[config.mk]
export PLATFORM = sky130hd
export DESIGN_NAME = inst_prefetch
export DESIGN_NICKNAME = d
export VERILOG_FILES = /design/src/rtl/inst_prefetch_pkg.sv /design/src/rtl/prefetch_fifo.sv /design/src/rtl/inst_prefetch.sv
export SDC_FILE = /design/constraint.sdc
export NUM_CORES = 1
export LEC_CHECK = 0
export ABC_AREA = 1
export BUFFER_PORTS_ARGS = -buffer_cell sky130_fd_sc_hd__clkbuf_2
export CORE_AREA = 4 4 164 166
export DETAILED_ROUTE_END_ITERATION = 10
export DIE_AREA = 0 0 168 170
export PLACE_DENSITY = 0.79
export SLEW_MARGIN = 10
export SYNTH_ARGS = -nofsm -noshare
export SYNTH_HDL_FRONTEND = slang
export SYNTH_SLANG_ARGS = --single-unit
[constraint.sdc]
create_clock -name clk -period 7.3 [get_ports clk]
set_clock_uncertainty 0.1 [all_clocks]
set_input_delay 1.825 -clock clk [delete_from_list [all_inputs] [get_ports clk]]
set_output_delay 1.825 -clock clk [all_outputs]
set_load 0.05 [all_outputs]
[src/rtl/inst_prefetch_pkg.sv]
// Shared definitions for the instruction prefetcher: bus widths, fetch FSM
// encodings, the FIFO entry layout and the word-alignment helper.
package inst_prefetch_pkg;

  localparam int XLEN              = 32;
  localparam int INST_STEP_DEFAULT = 4;

  localparam logic [1:0] ST_IDLE = 2'd0;
  localparam logic [1:0] ST_REQ  = 2'd1;
  localparam logic [1:0] ST_WAIT = 2'd2;

  typedef struct packed {
    logic [XLEN-1:0] tag;
    logic [XLEN-1:0] data;
  } fifo_entry_t;

  function automatic logic [XLEN-1:0] word_align(input logic [XLEN-1:0] addr);
    return {addr[XLEN-1:2], 2'b00};
  endfunction

endpackage

[src/rtl/prefetch_fifo.sv]
// Prefetch buffer: DEPTH entries of {tag, data} with extra-MSB pointers so
// full and empty are distinguishable without a separate counter.
module prefetch_fifo
  import inst_prefetch_pkg::*;
#(
  parameter int DEPTH = 4
) (
  input  logic                     clk,
  input  logic                     rst,
  input  logic                     i_push,
  input  logic                     i_pop,
  input  logic                     i_flush,
  input  fifo_entry_t              i_wdata,
  output fifo_entry_t              o_head,
  output logic                     o_empty,
  output logic                     o_full,
  output logic [$clog2(DEPTH):0]   o_count
);

  localparam int AW = $clog2(DEPTH);

  fifo_entry_t      r_mem [DEPTH];
  logic [AW:0]      r_wr_ptr;
  logic [AW:0]      r_rd_ptr;

  // NOTE: storage is deliberately left out of reset; the pointers alone decide
  // which entries are live, so stale contents are never observable.
  always_ff @(posedge clk) begin
    if (i_push) r_mem[r_wr_ptr[AW-1:0]] <= i_wdata;
  end

  always_ff @(posedge clk) begin
    if (!rst || i_flush) begin
      r_wr_ptr <= '0;
      r_rd_ptr <= '0;
    end else begin
      if (i_push) r_wr_ptr <= r_wr_ptr + (AW+1)'(1);
      if (i_pop)  r_rd_ptr <= r_rd_ptr + (AW+1)'(1);
    end
  end

  assign o_empty = (r_wr_ptr == r_rd_ptr);
  assign o_full  = (r_wr_ptr[AW] != r_rd_ptr[AW]) &&
                   (r_wr_ptr[AW-1:0] == r_rd_ptr[AW-1:0]);
  assign o_count = r_wr_ptr - r_rd_ptr;
  assign o_head  = r_mem[r_rd_ptr[AW-1:0]];

endmodule

[src/rtl/inst_prefetch.sv]
// Sequential instruction prefetcher between a core fetch port and a
// single-outstanding req/gnt/rvalid memory; serves hits with zero latency.
module inst_prefetch
  import inst_prefetch_pkg::*;
#(
  parameter int DEPTH     = 4,
  parameter int INST_STEP = INST_STEP_DEFAULT
) (
  input  logic            clk,
  input  logic            rst,
  input  logic            ce_i,
  input  logic [XLEN-1:0] pc_i,
  output logic [XLEN-1:0] inst_o,
  output logic            inst_valid_o,
  output logic            stall_o,
  output logic            mem_req_o,
  output logic [XLEN-1:0] mem_addr_o,
  input  logic            mem_gnt_i,
  input  logic            mem_rvalid_i,
  input  logic [XLEN-1:0] mem_rdata_i
);

  localparam int AW = $clog2(DEPTH);

  logic [1:0]      r_state;
  logic [XLEN-1:0] r_next_addr;
  logic [XLEN-1:0] r_mem_addr;
  logic            r_discard;

  logic [XLEN-1:0] w_pc_tag;
  logic [XLEN-1:0] w_issue_addr;
  fifo_entry_t     w_head;
  fifo_entry_t     w_wentry;
  logic            w_empty;
  logic            w_full;
  logic [AW:0]     w_count;
  logic [AW:0]     w_occ_next;
  logic            w_hit;
  logic            w_inflight_match;
  logic            w_redirect;
  logic            w_push;
  logic            w_space;

  assign w_pc_tag = word_align(pc_i);
  assign w_hit    = ce_i && !w_empty && (w_head.tag == w_pc_tag);

  // A request already heading for pc_i (and not doomed) makes a miss a plain wait.
  assign w_inflight_match = (r_state != ST_IDLE) && !r_discard && (r_mem_addr == w_pc_tag);
  assign w_redirect       = ce_i && !w_hit && !w_inflight_match;

  assign w_push   = (r_state == ST_WAIT) && mem_rvalid_i && !r_discard && !w_redirect && !w_full;
  assign w_wentry = '{tag: r_mem_addr, data: mem_rdata_i};

  // Occupancy after this edge; the request slot is free whenever we may issue.
  assign w_occ_next   = w_redirect ? '0
                      : w_count + (AW+1)'(w_push) - (AW+1)'(w_hit);
  assign w_space      = w_occ_next < (AW+1)'(DEPTH);
  assign w_issue_addr = w_redirect ? w_pc_tag : word_align(r_next_addr);

  prefetch_fifo #(.DEPTH(DEPTH)) u_fifo (
    .clk     (clk),
    .rst     (rst),
    .i_push  (w_push),
    .i_pop   (w_hit),
    .i_flush (w_redirect),
    .i_wdata (w_wentry),
    .o_head  (w_head),
    .o_empty (w_empty),
    .o_full  (w_full),
    .o_count (w_count)
  );

  // NOTE: every register here uses <= so all state moves together at the edge;
  // the later redirect assignments intentionally override the FSM's defaults.
  always_ff @(posedge clk) begin
    if (!rst) begin
      r_state     <= ST_IDLE;
      r_next_addr <= '0;
      r_mem_addr  <= '0;
      r_discard   <= 1'b0;
    end else begin
      case (r_state)
        ST_IDLE: begin
          if (w_space) begin
            r_state    <= ST_REQ;
            r_mem_addr <= w_issue_addr;
          end
        end
        ST_REQ: begin
          if (mem_gnt_i) begin
            r_state <= ST_WAIT;
            if (!r_discard && !w_redirect) r_next_addr <= r_mem_addr + XLEN'(INST_STEP);
          end
        end
        ST_WAIT: begin
          if (mem_rvalid_i) begin
            r_discard <= 1'b0;
            if (w_space) begin
              r_state    <= ST_REQ;
              r_mem_addr <= w_issue_addr;
            end else begin
              r_state <= ST_IDLE;
            end
          end
        end
        default: r_state <= ST_IDLE;
      endcase

      // Address held on the bus stays put; only its eventual data is dropped.
      if (w_redirect) begin
        r_next_addr <= w_pc_tag;
        if (r_state == ST_REQ || (r_state == ST_WAIT && !mem_rvalid_i)) r_discard <= 1'b1;
      end
    end
  end

  assign mem_req_o    = (r_state == ST_REQ);
  assign mem_addr_o   = r_mem_addr;
  assign inst_valid_o = w_hit;
  assign inst_o       = w_hit ? w_head.data : '0;
  assign stall_o      = ce_i && !w_hit;

endmodule

; Word-level counts from Yosys, hierarchy flattened
; Memory sizes are Yosys's and may differ from the RTL's. A register that Yosys moved wholly into a read port is not among the register bits.
; Index checks and enable logic that the tools add are counted.
; Widths: inputs -> output; s select.
[word_totals]
register_bits = 73
ram_bits = 256
in_bits = 69
out_inout_bits = 67
wordCells = 83
mem_count = 1
[memory_table]
columns = name, depth, word_bits, read_ports, rd_ports_with_merged_regs, wr, line
row1 = u_fifo.r_mem, 4, 64, 1, 1, 1, prefetch_fifo.sv:22  ; fifo_entry_t r_mem [DEPTH];
[op_classes]
addsub = 6
magnitude_cmp = 1
n_eq_ne = 10
mux = 23
bitwise = 1
n_reduce_logical = 34
[op_table]
columns = cell, count
row1 = $mux 32, 8
row2 = $eq 32x32->1, 2
row3 = $pmux 32 s2, 1
row4 = $add 32x3->32 const B, 1
row5 = $logic_and 1x1->1, 13
row6 = $mux 2, 5
row7 = $reduce_bool 2->1, 5
row8 = $reduce_and 3->1, 3
row9 = $logic_not 1->1, 8
row10 = $mux 1, 7
row11 = $add 3x1->3 const B, 2
row12 = $pmux 2 s3, 1
row13 = $ne 2x2->1 const B, 2
row14 = $add 3x1->3, 1
row15 = $eq 3x3->1, 1
row16 = $lt 3x3->1 const B, 1
row17 = $mux 3, 1
row18 = $sub 3x1->3, 1
row19 = $sub 3x3->3, 1
row20 = $eq 2x1->1 const B, 1
row21 = $eq 2x2->1, 1
row22 = $eq 2x2->1 const B, 1
row23 = $logic_not 2->1, 1
row24 = $logic_or 1x1->1, 2
row25 = other kinds (5), 5

; Logic depth before layout (Yosys ltp)
; Gate-level depths: netlist of run 1.
[depth]
word_depth = 17
ltp_mapped = 26
ltp_nobuf = 22

; Hierarchy
; From an unflattened synthesis of run 1, not the netlist that was laid out.
[unflattened]
hier_cells = 2082
area_unflattened_um2 = 16682.2
[modules_own_cells]
columns = mod, instances, cells_per_inst, area_each_um2
row1 = prefetch_fifo, 1, 1070, 11210.8
row2 = inst_prefetch, 1, 1012, 5471.5

; Least setup slack after synthesis of run 1
; No wires, ideal clock.
[synth_timing]
path_kind = input to register
startpoint = input port ce_i
endpoint = memory u_fifo.r_mem[0][0] (netlist bit) (enable)
arrival_time_ns = 5.506
required_time_ns = 6.718
path_slack_ns = 1.212
cell_stages = 10
path_buffers = 2
path_cell_list = clkbuf_1 > nand3_1 > nor2_1 > nand2_1 > nor2_4 > nand2_4 > nand3_4 > buf_6 > nand2_1 > nor2_1
[synth_via]
elab_chain_len = 10
[synth_rtl]
columns = item, line
row1 = start: declaration, inst_prefetch.sv:11  ; input logic ce_i,
row2 = $logic_and 1x1->1 (2 in a row), inst_prefetch.sv:45  ; assign w_hit = ce_i && !w_empty && (w_head.tag == w_pc_tag);
row3 = $logic_not 1->1, inst_prefetch.sv:49  ; assign w_redirect = ce_i && !w_hit && !w_inflight_match;
row4 = $logic_and 1x1->1 * (2 in a row), inst_prefetch.sv:49
row5 = $logic_not 1->1 *, inst_prefetch.sv:51  ; assign w_push = (r_state == ST_WAIT) && mem_rvalid_i && !r_discard && !w_redirect && !w_full;
row6 = $logic_and 1x1->1 * (2 in a row), inst_prefetch.sv:51
row7 = $mux 1 *, prefetch_fifo.sv:29  ; if (i_push) r_mem[r_wr_ptr[AW-1:0]] <= i_wdata;
row8 = $mux 1 (implied by the code) *, prefetch_fifo.sv:29
row9 = end: declaration, prefetch_fifo.sv:22
; Every way passes the cells marked *; elsewhere a longest branch is shown, timed or not.

==> impl_metrics.ini, run 1 <==
[status]
status = complete, no violations

[sta]
grt_setup_unrepaired = false
tightestPinTransition_ns = 0.984
clock.fmax_ghz = 0.166
setup_tns_ns = 0
min_period_ns = 6.02
slew_headroom_pct = 34.2
fin_crit_sh_pct = 82.4
maxSlewViolCount = 0
hold_violations = 0
setup_viol = 0

[synthesis]
synth_cells = 1701
syn_area_per_cell_um2 = 8.85
yosysWarnings = 0
netlist_area_um2 = 15100
synth.yosys.seq_area_share_pct = 58.9
synth_cell_type_count = 34
ys_ff_latch = 319

[clocking]
cts_buffers = 30
insertion_delay_ns = 0.56
cts.sinks = 319
cts_setup_buffers = 0
clk_pin_slew_worst_paths_ns = 0.06
root_buffer = clkbuf_16
cts_hold_buf = 0
cts_tree = done
htreeDepth = 1
ctsResizeCount = 0
clockBufferDepth = 3

[placed_design]
port_buffers = 131
gp_congestion = 0.923
dp_cells = 2103
hpwl_mm = 24.8

[worst_hold_path]
min_path_cells = 2
holdCritPathClass = reg2reg

[setup_path]
worstPathArrival_ns = 4.09
startpoint_type = flop
r2r_cells = 21
cp-end-kind = output port
worstPathMaxFanout = 62
critPathRequiredTime_ns = 5.38
worstSetupPathType = reg2out

[grt]
overflow = 0
grt_pass1_wl_mm = 59.6
grt_max_degree = 84
grt_usage_pct = 26.1
antenna_found_initial = 0
grt_pass1_vias = 11300

[floorplan]
die_w_um = 168
die_area_um2 = 28600
pin_count = 136
placementRows = 59
core_area_um2 = 25600
die_height_um = 170
initial_utilization_pct = 58.8

[final_layout]
final_common_cell = nand2_1
area_delta_synth_final_pct = 12.1
instances_no_fill = 2157
diodes = 0
nets = 1878
layout_common_cells = 480 x nand2_1, 299 x nor2_1, 248 x edfxtp_1
drive_above_1_share_pct = 11.5

[detailed_routing]
remaining_drc_errors = 0
num_vias = 12300
via_per_inst = 5.71
drtIter0Drc = 1356
firstDrtPassIters = 6
routedWlPerCell_um = 18.1
totalWireLength_mm = 38.9
drtAntennaViolNets = 0

[pwr]
powerDensity_nw_per_um2 = 244
ir_drop_v = 0.000215
power.leakage_nw = 6.89

[flow_run]
max_cap_viol_count = 0
routing by layer:
metal  wire (µm)  global-route usage (%)
met5           0                       0
met4        1310                    9.67
met3        3660                    3.86
met2       18900                    44.4
met1       15100                    34.5
worst paths after layout:
kind | start | endpoint | slack [ns]
worst max-delay path | flop | inst_o[24] | 1.28
worst min-delay path | r_next_addr[10] | r_next_addr[10] | 0.39
worst max register to register | flop | mem_addr_o[12] | 1.94
worst min register to register | r_next_addr[10] | r_next_addr[10] | 0.39
cells by family after synthesis:
logic type                 share of synthesized area [%]
AOI/OAI and AO/OA                                   4.21
xor gates and xnor gates                            2.04
adders and majority gates                          0.848
buffers and inverters                               5.51
DFF                                                 58.9
other                                             0.0249
and+or+nand+nor                                     28.5
cell usage after synthesis:
cell type | n | area share [%]
fa_1 | 2 | 0.27
buf_4 | 12 | 0.60
nand3b_1 | 11 | 0.55
ha_1 | 7 | 0.58
o21ai_1 | 1 | 0.033
buf_1 | 11 | 0.27
o31ai_1 | 1 | 0.050
a21oi_1 | 54 | 1.8
o21ai_0 | 70 | 2.3
nand2_2 | 2 | 0.083
nor3b_1 | 2 | 0.10
nand3_4 | 1 | 0.12
nand3_1 | 135 | 4.5
nand4_1 | 52 | 2.2
inv_1 | 100 | 2.5
dfxtp_1 | 71 | 9.4
inv_2 | 1 | 0.025
nor2_1 | 303 | 7.6
buf_2 | 20 | 0.66
nand2_1 | 480 | 12
conb_1 | 1 | 0.025
inv_4 | 2 | 0.083
nor4_1 | 4 | 0.17
or2_1 | 1 | 0.042
clkinv_1 | 1 | 0.025
nand2_4 | 1 | 0.075
xnor2_1 | 9 | 0.52
xor2_1 | 26 | 1.5
nor3_1 | 27 | 0.90
clkbuf_1 | 33 | 0.82
or2_2 | 3 | 0.12
nor2_4 | 2 | 0.15
buf_6 | 7 | 0.52
edfxtp_1 | 248 | 49
cell type report:
cell class / instances / area (µm²)
Clock inverter: 16 / 218
Tap cell: 335 / 419
Sequential cell: 319 / 8870
Fill cell: 2018 / 8740
Multi-Input combinational cell: 1196 / 5400
Inverter: 104 / 395
Timing Repair Buffer: 149 / 791
Clock buffer: 38 / 781
state kept, by name, indices dropped and copies added, names as in the netlist, named ones only:
signal and cells:
r_state 2, r_next_addr 30, u_fifo.r_rd_ptr 3, r_discard 1
u_fifo.r_mem 248, mem_addr_o 30, u_fifo.r_wr_ptr 3
stage by stage:
| stage | instance area, µm² | setup slack (ns) | total power [mW] | utilization (%) | hold slack, ns |
|---|---|---|---|---|---|
| after detailed placement | 15900 | 1.59 | 2.58 | 62.0 | 0.379 |
| after global placement | 15900 | 1.63 | 2.56 | 62.0 | 0.371 |
| after floorplan | 15100 | 1.21 | 2.43 | - | 0.361 |
| after CTS | 16900 | 1.34 | 4.14 | 65.9 | 0.388 |
| after global routing | 16900 | 1.05 | 4.27 | 65.9 | 0.409 |
| final | 16900 | 1.28 | 4.13 | 65.9 | 0.387 |
worst max-delay path, cell delays in order, from the launching register on:
cell,delay (ns)
dfxtp_2,0.86
inv_4,0.52
nand3_1,0.29
nand3_1,0.10
nand2_1,0.19
nand2_1,0.08
nor2_1,0.08
nand4_1,0.08
nor3_1,0.14
nand2_1,0.21
buf_4,0.32
a21oi_1,0.27
clkbuf_2,0.32
where the power goes:
part           internal, mW  leakage, nW  switching (mW)  total (mW)
registers              2.02         2.84          0.0930        2.11
logic                 0.121         3.58           0.314       0.435
clock network         0.931        0.477           0.645        1.58
Note: power is estimated with default switching activity, not from simulation.
==> inputs of run 2 (changes only) <==
Clock period 7.3 ns to 6.1 ns, I/O delays scaled along.
==> run 2 against run 1 <==
Total power rose by 23%. Die area stayed put. Clock-buffer cell count rose by 9. Cell area grew 0.90%. First-iteration DRC count rose by 10%. Final cell count is 0.23% higher. Largest cell class unchanged.
==> impl_metrics.ini, run 2 (same netlist as run 1, synthesis figures left out) <==
[status]
status = complete, no violations

[setup_path]
r2r_slack_ns = 1.23
cp_common_cell = nand2_1
r2r_cells = 22
timing.rr.end = mem_addr_o[31]
worstPathCellList = inv_4 -> nand2_1 -> nand3_1 -> nand3_1 -> nand2_1 -> nand2_1 -> nor2_1 -> nand4_1 -> nor3_1 -> nand2_1 -> buf_4 -> a21oi_1 -> clkbuf_2
slowest_stage = inv_4
max_stage_delay_ns = 0.67
worstPathMaxFanout = 91
worstSetupPathType = reg2out
startpoint_type = flop
cp.depth = 13
critPathRequiredTime_ns = 4.47
cp-end-kind = output port
cpLargestDelayFamily = buffers and inverters
worstPathArrival_ns = 3.69
critPathBufInv = 3

[worst_hold_path]
min_from = r_next_addr[9]
holdCritPathClass = reg2reg
hold_end = r_next_addr[9]
min_path_cells = 2

[sta]
setup_viol = 0
hold_violations = 0
fin_crit_sh_pct = 87.2
clock.fmax_ghz = 0.188
maxSlewViolCount = 0
tightestPinTransition_ns = 0.965
setup_tns_ns = 0
min_period_ns = 5.32
slew_headroom_pct = 35.7
grt_setup_unrepaired = false

[final_layout]
multi_input_area_um2 = 5400
layout_common_cells = 480 x nand2_1, 299 x nor2_1, 248 x edfxtp_1
largest_reg_flops = 248
regArea_um2 = 8870
area_delta_synth_final_pct = 13.1
drive_above_1_share_pct = 11.6
nets = 1879
final_common_cell = nand2_1
fill_cells = 1997

[detailed_routing]
totalWireLength_mm = 40.0
num_vias = 12400
firstDrtPassIters = 5
routedWlPerCell_um = 18.5
remaining_drc_errors = 0
drtIter0Drc = 1497
drtAntennaViolNets = 0
via_per_inst = 5.75

[floorplan]
die_w_um = 168
die_area_um2 = 28600
placementRows = 59
pin_count = 136
core_area_um2 = 25600
die_height_um = 170
initial_utilization_pct = 58.8

[grt]
grt_usage_pct = 27.6
grt_pass1_vias = 11800
grt_pass1_wl_mm = 62.7
overflow = 0
grt_max_degree = 125
antenna_found_initial = 1

[clocking]
htreeDepth = 2
cts_hold_buf = 0
ctsResizeCount = 0
cts_buffers = 34
insertion_delay_ns = 0.51
cts.sinks = 319
cts_tree = done
root_buffer = clkbuf_16
clk_pin_slew_worst_paths_ns = 0.06
cts_setup_buffers = 0
clockBufferDepth = 3

[placed_design]
hpwl_mm = 23.9
port_buffers = 131
gp_congestion = 0.905

[pwr]
ir_drop_v = 0.000293
powerDensity_nw_per_um2 = 298
power.leakage_nw = 6.95
power_mw = 5.07

[flow_run]
max_cap_viol_count = 0
run 2: area by class of cell:
| cell class | count | area share (%) |
|---|---|---|
| antenna | 1 | 0.0147 |
| clock buffer | 47 | 5.72 |
| clock inverter | 14 | 0.720 |
| inverter | 104 | 2.32 |
| multi-input combinational | 1196 | 31.7 |
| sequential | 319 | 52.1 |
| tap | 335 | 2.46 |
| timing repair buffer | 146 | 4.95 |
run 2: how the worst max path moves through the flow:
stage | from | slack (ns) | end
detailed placement | pc_i[27] | 0.97 | inst_o[16]
global route | flop | 0.47 | inst_o[22]
floorplan | ce_i | 0.31 | u_fifo.r_mem[0][0]
finish | flop | 0.78 | inst_o[24]
global placement | pc_i[27] | 0.99 | inst_o[24]
CTS | flop | 0.81 | inst_o[16]
run 2: metal layers:
metal | share of wire, % | GRT usage [%] | routed length (µm) | vias to the layer above
met1 | 39 | 36.1 | 15700 | 5833
met5 | 0 | 0 | 0 | -
li1 | - | - | - | 5840
met4 | 4.3 | 11.9 | 1730 | 0
met2 | 47 | 45.4 | 18900 | 613
met3 | 9.1 | 5.20 | 3660 | 138
run 2: tightest hold or removal path: stages (launching register included):
cell	delay, ns
dfxtp_1	0.31
nand3_1	0.07
a21oi_1	0.06
run 2: through the flow:
step                      instance area, µm²  utilization (%)  hold WS, ns  setup slack (ns)  cells
final                                  17000             66.5        0.383             0.780   2162
after global routing                   17000             66.5        0.415             0.469   2161
after CTS                              17000             66.5        0.384             0.805   2161
after detailed placement               15900             62.2        0.376             0.965   2100
after global placement                 15900             62.2        0.371             0.991   2100
after floorplan                        15100                -        0.361             0.312   1702
run 2: power breakdown:
part | switching (mW) | internal, mW | total (mW)
clock network | 0.807 | 1.20 | 2.01
registers | 0.109 | 2.42 | 2.53
logic | 0.382 | 0.147 | 0.529
